**config.mk**
```make
export PLATFORM = sky130hd
export DESIGN_NAME = control_unit
export DESIGN_NICKNAME = d
export VERILOG_FILES = /design/src/rtl/control_unit.sv
export SDC_FILE = /design/constraint.sdc
export NUM_CORES = 1
export LEC_CHECK = 0
export BUFFER_PORTS_ARGS = -buffer_cell sky130_fd_sc_hd__buf_2
export CORE_MARGIN = 1.5
export CORE_UTILIZATION = 35
export CTS_CLUSTER_DIAMETER = 150
export DETAILED_ROUTE_END_ITERATION = 10
export MAX_ROUTING_LAYER = met4
export PLACE_DENSITY = 0.8
export SYNTH_ARGS = -nofsm -noshare
export SYNTH_HDL_FRONTEND = slang
export SYNTH_SLANG_ARGS = --single-unit
```
**constraint.sdc**
```tcl
create_clock -name Clock -period 2.1 [get_ports Clock]
set_input_delay 0.105 -clock Clock [delete_from_list [all_inputs] [get_ports Clock]]
set_output_delay 0.105 -clock Clock [all_outputs]
set_load 0.1 [all_outputs]
```
**src/rtl/control_unit.sv**
```systemverilog
// Multi-cycle control unit: two-byte fetch (T0/T1), then decode and execute from T2.
// Compile-time option CU_ILLEGAL_TRAP_EN makes undefined opcodes halt instead of acting as NOPs.
module control_unit (
  input  logic        Clock,
  input  logic        Reset,
  input  logic [15:0] IROut,
  input  logic [3:0]  Flags,
  output logic        ALU_WF,
  output logic [4:0]  ALU_FunSel,
  output logic [2:0]  RF_OutASel,
  output logic [2:0]  RF_OutBSel,
  output logic [2:0]  RF_FunSel,
  output logic [3:0]  RF_RegSel,
  output logic [1:0]  ARF_FunSel,
  output logic [2:0]  ARF_RegSel,
  output logic [1:0]  ARF_OutDSel,
  output logic [1:0]  MuxASel,
  output logic [1:0]  MuxBSel,
  output logic [1:0]  MuxCSel,
  output logic        MuxDSel,
  output logic        Mem_CS,
  output logic        Mem_WR,
  output logic        IR_Write,
  output logic        IR_LH,
  output logic        DR_E,
  output logic [1:0]  DR_FunSel,
  output logic [2:0]  Seq,
  output logic        Halted
);

  localparam int unsigned OP_W  = 6;
  localparam int unsigned REG_W = 2;

  localparam logic [OP_W-1:0] OP_BRA  = 6'h00;
  localparam logic [OP_W-1:0] OP_BNE  = 6'h01;
  localparam logic [OP_W-1:0] OP_BEQ  = 6'h02;
  localparam logic [OP_W-1:0] OP_MOVL = 6'h03;
  localparam logic [OP_W-1:0] OP_ADD  = 6'h04;
  localparam logic [OP_W-1:0] OP_SUB  = 6'h05;
  localparam logic [OP_W-1:0] OP_AND  = 6'h06;
  localparam logic [OP_W-1:0] OP_ORR  = 6'h07;
  localparam logic [OP_W-1:0] OP_STR  = 6'h08;
  localparam logic [OP_W-1:0] OP_LDR  = 6'h09;
  localparam logic [OP_W-1:0] OP_HLT  = 6'h3F;

`ifdef CU_ILLEGAL_TRAP_EN
  localparam bit TRAP_EN = 1'b1;
`else
  localparam bit TRAP_EN = 1'b0;
`endif

  typedef enum logic [2:0] {T0, T1, T2, T3, T4, T5, T6} t_state_e;

  t_state_e          r_t;
  logic              r_halted;

  logic [OP_W-1:0]   w_op;
  logic [REG_W-1:0]  w_rd;
  logic [REG_W-1:0]  w_rs1;
  logic [REG_W-1:0]  w_rs2;
  logic [3:0]        w_rd_onehot;
  logic              w_z;
  logic              w_is_str;
  logic              w_is_ldr;
  logic              w_undef;
  logic              w_halt_op;
  logic              w_unused_bits;

  assign w_op          = IROut[15:10];
  assign w_rd          = IROut[9:8];
  assign w_rs1         = IROut[7:6];
  assign w_rs2         = IROut[5:4];
  assign w_rd_onehot   = 4'b0001 << w_rd;
  assign w_z           = Flags[3];
  assign w_is_str      = (w_op == OP_STR);
  assign w_is_ldr      = (w_op == OP_LDR);
  assign w_undef       = (w_op > OP_LDR) && (w_op != OP_HLT);
  assign w_halt_op     = (w_op == OP_HLT) || (TRAP_EN && w_undef);
  assign w_unused_bits = ^{Flags[2:0], IROut[3:0]};

  assign Seq    = r_t;
  assign Halted = r_halted;

  // Sequence counter and halt latch; a halted core stays frozen at T0 until reset.
  always_ff @(posedge Clock) begin
    if (Reset) begin
      r_t      <= T0;
      r_halted <= 1'b0;
    end else if (!r_halted) begin
      case (r_t)
        T0: r_t <= T1;
        T1: r_t <= T2;
        T2: begin
          r_t      <= (w_is_str || w_is_ldr) ? T3 : T0;
          r_halted <= w_halt_op;
        end
        T3: r_t <= T4;
        T4: r_t <= T5;
        T5: r_t <= w_is_ldr ? T6 : T0;
        default: r_t <= T0;
      endcase
    end
  end

  // Control word decode from step, halt state and instruction.
  always_comb begin
    ALU_WF      = 1'b0;
    ALU_FunSel  = 5'b00000;
    RF_OutASel  = 3'b000;
    RF_OutBSel  = 3'b000;
    RF_FunSel   = 3'b000;
    RF_RegSel   = 4'b0000;
    ARF_FunSel  = 2'b00;
    ARF_RegSel  = 3'b000;
    ARF_OutDSel = 2'b00;
    MuxASel     = 2'b00;
    MuxBSel     = 2'b00;
    MuxCSel     = 2'b00;
    MuxDSel     = 1'b0;
    Mem_CS      = 1'b1;
    Mem_WR      = 1'b0;
    IR_Write    = 1'b0;
    IR_LH       = 1'b0;
    DR_E        = 1'b0;
    DR_FunSel   = 2'b00;

    if (!Reset && !r_halted) begin
      case (r_t)
        T0, T1: begin
          Mem_CS     = 1'b0;
          IR_Write   = 1'b1;
          IR_LH      = (r_t == T1);
          ARF_FunSel = 2'b01;
          ARF_RegSel = 3'b100;
        end
        T2, T3, T4, T5: begin
          if (w_is_str) begin
            // Byte order is MSB first, so the byte select counts down 3..0.
            ALU_FunSel  = 5'b10000;
            RF_OutASel  = {1'b0, w_rs1};
            ARF_OutDSel = 2'b10;
            Mem_CS      = 1'b0;
            Mem_WR      = 1'b1;
            MuxCSel     = 2'(3'd5 - 3'(r_t));
            ARF_FunSel  = 2'b01;
            ARF_RegSel  = 3'b010;
          end else if (w_is_ldr) begin
            DR_E        = 1'b1;
            DR_FunSel   = 2'b10;
            ARF_OutDSel = 2'b10;
            Mem_CS      = 1'b0;
            ARF_FunSel  = 2'b01;
            ARF_RegSel  = 3'b010;
          end else if (r_t == T2) begin
            case (w_op)
              OP_BRA, OP_BNE, OP_BEQ: begin
                if ((w_op == OP_BRA) || ((w_op == OP_BNE) && !w_z) ||
                    ((w_op == OP_BEQ) && w_z)) begin
                  MuxBSel    = 2'b11;
                  ARF_FunSel = 2'b10;
                  ARF_RegSel = 3'b100;
                end
              end
              OP_MOVL: begin
                MuxASel   = 2'b11;
                RF_FunSel = 3'b010;
                RF_RegSel = w_rd_onehot;
              end
              OP_ADD, OP_SUB, OP_AND, OP_ORR: begin
                case (w_op)
                  OP_ADD:  ALU_FunSel = 5'b10100;
                  OP_SUB:  ALU_FunSel = 5'b10110;
                  OP_AND:  ALU_FunSel = 5'b10111;
                  default: ALU_FunSel = 5'b11000;
                endcase
                ALU_WF     = 1'b1;
                RF_OutASel = {1'b0, w_rs1};
                RF_OutBSel = {1'b0, w_rs2};
                RF_FunSel  = 3'b010;
                RF_RegSel  = w_rd_onehot;
              end
              default: ;
            endcase
          end
        end
        T6: begin
          if (w_is_ldr) begin
            MuxASel   = 2'b10;
            RF_FunSel = 3'b010;
            RF_RegSel = w_rd_onehot;
          end
        end
        default: ;
      endcase
    end
  end

endmodule

```
## Word level (Yosys, flattened, before mapping)

Index checks and enable logic that the tools add are counted.
W data, S select, Z words.

- $add $sub $neg: 1
- Equality and inequality tests: 16
- Shift operators: 1
- Muxes and demuxes: 96
- Reductions and logical operators: 16

Operators with widths:

| operator | number |
|---|---|
| $mux W2 | 47 |
| $mux W5 | 6 |
| $eq A6 B3 Y1 const B | 4 |
| $mux W4 | 6 |
| $mux W1 | 22 |
| $mux W3 | 7 |
| $pmux W3 S6 | 1 |
| $eq A6 B2 Y1 const B | 2 |
| $eq A6 B4 Y1 const B | 2 |
| $pmux W2 S2 | 3 |
| $pmux W4 S3 | 1 |
| $eq A3 B3 Y1 const B | 3 |
| $pmux W4 S2 | 1 |
| $reduce_or A4 Y1 | 2 |
| $eq A3 B2 Y1 const B | 2 |
| $eq A6 B1 Y1 const B | 1 |
| $eq A6 B6 Y1 const B | 1 |
| $logic_not A6 Y1 | 1 |
| $pmux W3 S2 | 1 |
| $reduce_or A5 Y1 | 1 |
| $shl A1 B2 Y4 const A | 1 |
| $eq A3 B1 Y1 const B | 1 |
| $logic_and A1 B1 Y1 | 3 |
| $logic_not A1 Y1 | 3 |
| 6 further kinds | 8 |

- Register bits after elaboration: 4
- Input bits: 22
- Output and inout bits: 44
- Logic and storage cells: 132

## Depth between registers and ports, before layout

Gate-level depths: netlist of run 1.

- Word-level depth: 11
- Gate-level depth with buffers: 6
- Depth with buffers taken out: 5

## Worst setup path after synthesis of run 1

OpenSTA, ideal clock, no wires.

- Path kind: register -> output
- Start: reg r_t[1], in the netlist Seq[1]
- End: out ARF_FunSel[0]
- Arrival: 6889 ps
- Required time: 1995 ps
- Slack: -4894 ps
- Cell stages (with the launch flop): 5
- Path buffers: 1
- Cells stage by stage: dfxtp_1 -> clkbuf_1 -> nor4_1 -> nor2_1 -> inv_1

- Longest elaborated chain between the ends: 6
- Elaborated cells on any way between the ends: 13
- Classes of those cells: eq/ne (5); mux (5); reduce/logical (3)

RTL lines:

| what | line | source |
|---|---|---|
| start: declaration | 54 | `t_state_e r_t;` |
| start signal: assignment | 94 | `r_t <= (w_is_str \|\| w_is_ldr) ? T3 : T0;` |
| start signal: assignment | 99 | `T5: r_t <= w_is_ldr ? T6 : T0;` |
| $eq A3 B2 Y1 | 128, 154 |  |
| $mux W2 | 154 | `end else if (r_t == T2) begin` |
| $mux W2 | 147 | `end else if (w_is_ldr) begin` |
| $mux W2 | 137 | `if (w_is_str) begin` |
| $pmux W2 S2 * | 128 | `case (r_t)` |
| $mux W2 * | 127 | `if (!Reset && !r_halted) begin` |
| end: declaration | 14 | `output logic [1:0] ARF_FunSel,` |

Every way passes the cells marked *; elsewhere a longest branch is shown, timed or not.

## Worst setup path in the final report of run 1

- Start: reg r_t[0], in the netlist Seq[0]
- End: out RF_OutBSel[1]

- Longest elaborated chain between the ends: 6
- Elaborated cells on any way between the ends: 10
- Classes of those cells: eq/ne (4); mux (5); reduce/logical (1)

RTL lines:

| what | line | source |
|---|---|---|
| $eq A3 B2 Y1 | 128, 154 |  |
| $mux W2 | 154 |  |
| $mux W2 | 147 |  |
| $mux W2 | 137 |  |
| $mux W2 * | 128 |  |
| $mux W2 * | 127 |  |
| end: declaration | 11 | `output logic [2:0] RF_OutBSel,` |

Marked as above.

==> flow_summary.json, run 1 <==
{
  "io_buffers": 50,
  "setup_slack_ps": -143,
  "h-tree-depth": 1,
  "grt_max_degree": 14,
  "clockPowerShare": 0.182,
  "slew_violations": 0,
  "slowest_delay_ps": 530,
  "whs_ps": 207,
  "worstPathArrival_ps": 2140,
  "crit_slowest_cell": "or4b_4",
  "switchingPower_w": 0.000284,
  "num_vias": 1012,
  "drv_cap": 0,
  "rsz0062_at_grt": "true",
  "ys_warn_count": 0,
  "cp-end-kind": "output pin",
  "start_util": 0.373,
  "grt_pass1_vias": 862,
  "drcViolationCount": 0,
  "clock_path_buffers": 2,
  "drt_pass1_iterations": 4,
  "pwr-share-seq": 0.166,
  "core_um2": 1730,
  "status": "complete, but fails checks",
  "syn2layout_area_growth_pct": 154,
  "hold_violations": 0,
  "layout_min_cycle_time_ps": 2240,
  "worst-path-buf-inv": 3,
  "chipHeight_um": 45.9,
  "clock.fmax_mhz": 446,
  "routedWlPerCell_um": 21.9,
  "crit_required_ps": 2000,
  "ir_worst_vdd_mv": 0.471,
  "p_per_area_nw_per_um2": 309,
  "n_antenna_cell": 0,
  "crit_path_frequent_cell": "buf_12",
  "dp_slack_ps": -8.40,
  "cts_tree": "yes",
  "fp.dieW_um": 45.9,
  "finalCritPeriodShare": 1.07,
  "placed_area_um2": 1520,
  "finalPower_w": 0.000506,
  "multi_input_area_um2": 623,
  "io_pins": 66,
  "switching_share": 0.561,
  "yosysSeqAreaShare": 0.124,
  "numCtsBuffers": 3,
  "syn_area_um2": 644,
  "layout-drive-gt1-share": 0.735,
  "fin_skew_ps": 5.20,
  "final_common_cell": "buf_12",
  "n_fill_cell": 47,
  "cts_hold_buf": 0,
  "routed_wl_um": 3860,
  "leakage_nw": 0.702,
  "cp-start-kind": "flip-flop",
  "nets": 175,
  "final_util": 0.949,
  "violations": "negative setup slack",
  "ys.flop_type": "dfxtp_1",
  "post-dp-hpwl_um": 2090,
  "fin_area_um2": 1640,
  "grt_use_total": 0.285,
  "std_cell_rows": 15,
  "cts_root_buf": "clkbuf_4",
  "crit_path_cell_trace": "or4b_4, or4_4, buf_12, inv_16, and2_4, buf_12",
  "synth.avg_cell_area_um2": 7.00,
  "synth_seq_cells": 4,
  "netlist_instances": 92,
  "setup_viol": 23,
  "cp_max_fo": 4,
  "gp_congestion": 0.792,
  "antenna_found_initial": 0,
  "internal_power_w": 0.000222,
  "hold_class": "in -> reg",
  "grt_pass1_wl_um": 4140,
  "final_cell_mix": "buf_12, buf_2, buf_4, conb_1, nor2_4",
  "synth-async-reset-ratio": 0,
  "dieArea_um2": 2110,
  "ant_nets": 0,
  "synthDistinctLibCells": 39,
  "drtIter0Drc": 43,
  "pwr-share-comb": 0.652,
  "insertion_delay_ps": 230,
  "seq_area_um2": 95.1,
  "clk_pin_slew_ps": 40,
  "clock_sinks": 4,
  "synth_edf_count": 0,
  "cpLargestDelayFamily": "simple AND/OR/NAND/NOR gates",
  "vias_per_cell": 5.75,
  "grt.overflow.total": 0,
  "criticalPathCategory": "reg -> out"
}
==> path summary, 6_finish.rpt <==
kind                                     startpoint             endpoint  slack (ps)  cells after the start
worst max register to register    Halted$_SDFF_PP0_  Seq[2]$_SDFFE_PP0N_         630                      4
worst max-delay path            Seq[0]$_SDFFE_PP0N_        RF_OutBSel[1]        -140                      6
worst min-delay path                      IROut[15]    Halted$_SDFF_PP0_         210                      3
worst min register to register  Seq[0]$_SDFFE_PP0N_  Seq[0]$_SDFFE_PP0N_         680                      3
==> cells in the mapped netlist, types with 2 or more instances <==
library cell	instances	area share
nor2_1	12	0.070
buf_4	11	0.13
and2_1	7	0.068
nand2_1	5	0.029
nor3_1	5	0.039
a21oi_1	4	0.031
dfxtp_1	4	0.12
buf_6	3	0.052
clkbuf_1	3	0.017
inv_1	3	0.017
nor3b_1	3	0.035
and3_1	2	0.019
nand3b_1	2	0.023
nand4_1	2	0.019
or2_2	2	0.019
==> metal layers <==
layer  routed length (um)  share of wire  up-vias  track usage
li1                     -              -      415            -
met1                 1300           0.34      459        0.316
met2                 2040           0.53      110        0.503
met3                  309          0.080       28       0.0595
met4                  214          0.055        0       0.0857
met5                    0              0        -            -
==> per-stage QoR <==
step / cells / setup TNS [ps]
floorplan: 99 / -9260
global placement: 165 / 0
CTS: 173 / -1070
global route: 176 / -2350
finish: 176 / -1730
detailed placement: 165 / -15.5
==> registers in the layout, indices dropped and copies added (netlist names) <==
name    flops
Halted      1
Seq         3
==> worst min-delay path, stage by stage <==
cell and delay (ps):
buf_2 100, a41oi_1 110, nor2_1 80
==> repair_timing <==
| action | in CTS | in global routing |
|---|---|---|
| resized for setup | 2 | 7 |
| cloned | 0 | 0 |
| setup endpoints to repair | 12 | 20 |
| buffers inserted | 5 | 3 |
| endpoints found under the hold margin | 0 | 0 |
| pin swaps | 4 | 4 |
==> cell type report <==
type,count,area share
inverters,4,0.0237
clock buffers,3,0.0137
repair buffers,67,0.505
flip-flops and latches,4,0.0580
well taps,25,0.0191
multi-input cells,73,0.380
==> logic make-up after synthesis <==
group,Yosys count,synth area share
AND/OR/NAND/NOR,49,0.452
buffers and inverters,22,0.229
AO/OA/AOI/OAI,13,0.146
flip-flops,4,0.124
XOR/XNOR,2,0.0272
multiplexers,1,0.0155
other,1,0.00582
==> power groups by stage <==
| stage | Clock, W | Combinational, W | Sequential, W |
|---|---|---|---|
| after floorplan | 0 | 0.000220 | 0.000113 |
| after global placement | 0 | 0.000302 | 0.0000831 |
| after detailed placement | 0 | 0.000309 | 0.0000836 |
| after CTS | 0.0000943 | 0.000313 | 0.0000828 |
| after global routing | 0.000100 | 0.000336 | 0.0000840 |
| final | 0.0000921 | 0.000330 | 0.0000839 |
Power figures use the tool's default switching activity.
==> run 2, diff against run 1 <==
Settings changed: CORE_UTILIZATION 35 to 36, CTS_BUF_LIST set to sky130_fd_sc_hd__clkbuf_2 sky130_fd_sc_hd__clkbuf_4 sky130_fd_sc_hd__clkbuf_8, PLACE_DENSITY 0.8 to 0.82.
==> run 2 against run 1 <==
Effect of this change: the flow still finishes with violations (negative setup slack); register-to-register slack improved by 50 ps; combinational power is 3% lower; cell area fell by 0.84%; sequential power barely moved; highest routed layer unchanged.
==> flow_summary.json, run 2 (synthesized netlist as in run 1, its figures left out) <==
{
  "core_um2": 1710,
  "drv_cap": 0,
  "status": "complete, but fails checks",
  "hold_class": "in -> reg",
  "violations": "negative setup slack",
  "finalCritPeriodShare": 1.08,
  "slowest_delay_ps": 530,
  "syn2layout_area_growth_pct": 152,
  "n_antenna_cell": 0,
  "layout_min_cycle_time_ps": 2270,
  "grt_pass1_vias": 862,
  "final_cell_mix": "buf_12, buf_2, buf_4, conb_1, nor2_4",
  "crit_path_frequent_cell": "buf_12",
  "antenna_found_initial": 0,
  "grt.overflow.total": 0,
  "nets": 174,
  "fp.dieW_um": 45.3,
  "grt_pass1_wl_um": 3920,
  "vias_per_cell": 5.49,
  "cts_root_buf": "clkbuf_4",
  "ant_nets": 0,
  "leakage_nw": 0.695,
  "gp_congestion": 0.774,
  "io_buffers": 50,
  "p_per_area_nw_per_um2": 309,
  "post-dp-hpwl_um": 2070,
  "cpLargestDelayFamily": "simple AND/OR/NAND/NOR gates",
  "final_common_cell": "buf_12",
  "routed_wl_um": 3360,
  "worstPathArrival_ps": 2160,
  "crit_required_ps": 2000,
  "clock_sinks": 4,
  "crit_path_cell_trace": "or4b_4, or4_4, buf_12, inv_16, and2_4, buf_12",
  "fin_skew_ps": 10.1,
  "io_pins": 66,
  "setup_viol": 11,
  "largest_register_ffs": 3,
  "num_vias": 960,
  "insertion_delay_ps": 240,
  "setup_tns_ps": -1240,
  "clock.fmax_mhz": 441,
  "cp_max_fo": 6,
  "cp-start-kind": "flip-flop",
  "placedCellCount": 166,
  "h-tree-depth": 1,
  "worst-path-buf-inv": 3,
  "routedWlPerCell_um": 19.2,
  "dieArea_um2": 2050,
  "drcViolationCount": 0,
  "drtIter0Drc": 58,
  "hold_violations": 0,
  "placed_area_um2": 1520,
  "chipHeight_um": 45.3,
  "layout-drive-gt1-share": 0.720,
  "grt_max_degree": 14,
  "cts_hold_buf": 0,
  "crit_slowest_cell": "or4b_4",
  "rsz0062_at_grt": "true",
  "cts_tree": "yes",
  "setup_slack_ps": -167,
  "start_util": 0.377,
  "ir_worst_vdd_mv": 0.520,
  "std_cell_rows": 15,
  "drt_pass1_iterations": 4,
  "cp-end-kind": "output pin",
  "grt_use_total": 0.269,
  "dp_slack_ps": -8.76,
  "whs_ps": 195,
  "clk_pin_slew_ps": 40,
  "fin_area_um2": 1630,
  "clock_path_buffers": 2,
  "criticalPathCategory": "reg -> out",
  "slew_violations": 0,
  "numCtsBuffers": 3,
  "instances_no_fill": 175
}
[run 2: cell types whose count changed in the layout (fill, tap and decap cells not counted)]
| cell | previous run | this run |
|---|---|---|
| buf_12 | 29 | 30 |
| nand2_1 | 3 | 5 |
| and3_4 | 2 | 1 |
| clkbuf_4 | 4 | 3 |
| buf_2 | 21 | 22 |
| and3_2 | 0 | 1 |
| nand2_2 | 2 | 0 |
| buf_6 | 4 | 2 |
[run 2: final timing paths]
kind	from	end	slack, ps	depth (start not counted)
max	Seq[0]$_SDFFE_PP0N_	RF_OutBSel[0]	-170	6
min	Reset	Seq[2]$_SDFFE_PP0N_	200	3
max reg2reg	Halted$_SDFF_PP0_	Seq[2]$_SDFFE_PP0N_	680	4
min reg2reg	Halted$_SDFF_PP0_	Seq[0]$_SDFFE_PP0N_	650	3
[run 2: stage by stage]
step,utilization,total power (W)
2_1_floorplan,-,0.000332
3_3_place_gp,0.892,0.000385
3_5_place_dp,0.892,0.000393
4_1_cts,0.923,0.000490
5_1_grt,0.952,0.000518
6_report,0.952,0.000502
[run 2: layout make-up]
class,count,area [um^2]
multi-input cells,73,614
fillers,44,82.6
clock buffers,3,22.5
well taps,25,31.3
repair buffers,66,823
inverters,4,38.8
flip-flops and latches,4,95.1
[run 2: power by group]
group	switching (W)	leakage (nW)	internal, W
Combinational	0.000242	0.646	0.0000786
Clock	0.0000336	0.0138	0.0000640
Sequential	0.00000511	0.0356	0.0000785
Total	0.000281	0.695	0.000221
[run 2: timing repair]
action	CTS	global route
buffers inserted	2	4
pin swaps	6	2
endpoints found under the setup margin	11	13
resized for setup	1	2
[run 2: worst register-to-register path: stages (launching register included)]
cell and delay (ps):
dfxtp_4 340, buf_4 170, or4bb_2 640, o211a_1 130, nor2_1 90
[run 2: layer usage]
metal  vias to the layer above  part of all wire  track usage
met5                         -                 0            -
met4                         0             0.024        0.118
met3                        11              0.10       0.0280
met2                        87              0.51        0.494
met1                       448              0.36        0.285
li1                        414                 -            -
==> run 3, diff against run 2 <==
Settings changed: GPL_TIMING_DRIVEN set to 0.
==> run 3 against run 2 <==
Effect of this change: utilization is 8.8 points lower; the run still ends with negative setup slack left; non-clock buffer count is 7 higher; die area stayed put; cell count is 4.0% higher; first-iteration DRC count is 74% lower; sequential share of layout area is 0.60 points higher; critical path type unchanged; sequential power is 2.6% lower; critical path depth stayed put; register-to-register slack worse by 100 ps.
==> flow_summary.json, run 3 (synthesized netlist as in run 1, its figures left out) <==
{
  "status": "complete, but fails checks",
  "violations": "negative setup slack",
  "grt_use_met1": 0.306,
  "drtIter0Drc": 15,
  "start_util": 0.377,
  "cp_num_cells": 6,
  "grt_use_met3": 0.0360,
  "syn2layout_area_growth_pct": 129,
  "clk_pin_slew_ps": 40,
  "multi_input_area_um2": 614,
  "routed_wl_um": 2500,
  "cp-start-kind": "flip-flop",
  "ir_worst_vdd_mv": 0.419,
  "grt.overflow.total": 0,
  "whs_ps": 150,
  "nets": 181,
  "cp_max_fo": 6,
  "fp.dieW_um": 45.3,
  "cts_root_buf": "clkbuf_4",
  "chipHeight_um": 45.3,
  "n_fill_cell": 85,
  "setup_viol": 11,
  "rsz0062_at_grt": "true",
  "ant_nets": 0,
  "setup_slack_ps": -147,
  "core_um2": 1710,
  "drcViolationCount": 0,
  "clock_path_buffers": 2,
  "placed_area_um2": 1200,
  "crit_slowest_cell": "or4b_4",
  "num_vias": 898,
  "n_antenna_cell": 0,
  "h-tree-depth": 1,
  "grt_pass1_wl_um": 3970,
  "setup_tns_ps": -909,
  "leakage_nw": 0.691,
  "layout_min_cycle_time_ps": 2250,
  "worst-path-buf-inv": 2,
  "std_cell_rows": 15,
  "min_path_cells": 2,
  "rr_worst_depth": 5,
  "cp-end-kind": "output pin",
  "crit_path_frequent_cell": "buf_12",
  "dieArea_um2": 2050,
  "cts_hold_buf": 0,
  "seq_area_um2": 95.1,
  "grt_max_degree": 11,
  "top_usage_layer": "met2",
  "hold_violations": 0,
  "crit_path_cell_trace": "or4b_4, or4_4, buf_12, o21ai_4, and2_4, buf_12",
  "largest_register_ffs": 3,
  "cts_tree": "yes",
  "grt_use_total": 0.273,
  "antenna_found_initial": 0,
  "vias_per_cell": 4.93,
  "criticalPathCategory": "reg -> out",
  "p_per_area_nw_per_um2": 327,
  "layout-drive-gt1-share": 0.726,
  "clock_sinks": 4,
  "fin_area_um2": 1480,
  "crit_required_ps": 2000,
  "post-dp-hpwl_um": 1530,
  "final_cell_mix": "buf_2, buf_4, buf_12, conb_1, nor2_4",
  "cpLargestDelayFamily": "simple AND/OR/NAND/NOR gates",
  "worstPathArrival_ps": 2140,
  "insertion_delay_ps": 230,
  "numCtsBuffers": 3,
  "routedWlPerCell_um": 13.7,
  "io_pins": 66,
  "final_common_cell": "buf_2",
  "gp_congestion": 0.767,
  "finalCritPeriodShare": 1.07,
  "slew_violations": 0,
  "clock.fmax_mhz": 445,
  "drt_pass1_iterations": 4,
  "fin_skew_ps": 2.77,
  "drv_cap": 0,
  "slowest_delay_ps": 540,
  "grt_pass1_vias": 833,
  "io_buffers": 49,
  "use_met2": 0.500,
  "hold_class": "in -> reg"
}
run 3: cell types whose count changed in the layout (fill, tap and decap cells not counted):
cell | previous run | this run
buf_8 | 0 | 2
buf_4 | 12 | 23
clkbuf_8 | 0 | 2
buf_12 | 30 | 13
buf_6 | 2 | 3
clkbuf_1 | 0 | 1
buf_2 | 22 | 29
run 3: metrics by stage:
step	util	std cells	total power, W	worst slack [ps]
final	0.864	182	0.000482	-147
after CTS	0.844	182	0.000480	-135
after global placement	0.700	173	0.000373	-354
after global routing	0.864	182	0.000502	-186
after floorplan	-	99	0.000332	-1020
after detailed placement	0.700	173	0.000376	-377
run 3: area by class of cell:
type                    count  share of cell area
repair buffers             57               0.354
multi-input cells          73               0.416
plain buffers              16               0.103
flip-flops and latches      4              0.0645
clock buffers               3              0.0153
well taps                  25              0.0212
inverters                   4              0.0263
run 3: final timing paths:
kind	start	endpoint	slack, ps
worst max register to register	Halted$_SDFF_PP0_	Seq[2]$_SDFFE_PP0N_	580
worst min register to register	Seq[0]$_SDFFE_PP0N_	Seq[0]$_SDFFE_PP0N_	650
worst min-delay path	Reset	Seq[2]$_SDFFE_PP0N_	150
worst max-delay path	Halted$_SDFF_PP0_	RF_OutASel[0]	-150
run 3: worst reg2reg max path, stage by stage, from the launching register on:
cell and delay (ps):
dfxtp_4 330, buf_4 130, buf_4 160, or4bb_2 630, o211a_1 130, nor2_1 80
run 3: power breakdown:
| part | internal, W | switching (W) | total [W] |
|---|---|---|---|
| combinational | 0.0000748 | 0.000235 | 0.000310 |
| sequential | 0.0000785 | 0.00000288 | 0.0000814 |
| clock | 0.0000636 | 0.0000272 | 0.0000908 |
run 3: metal layers:
layer | vias to the layer above | wire length, um
met3 | 2 | 166
met5 | - | 0
met4 | 0 | 18
li1 | 433 | -
met1 | 419 | 969
met2 | 44 | 1340
run 3: repair_timing:
action | 4_1_cts | 5_1_grt
setup endpoints to repair | 26 | 15
pin swaps | 7 | 3
setup buffers | 8 | 0
cloned | 0 | 0
resized for setup | 53 | 9
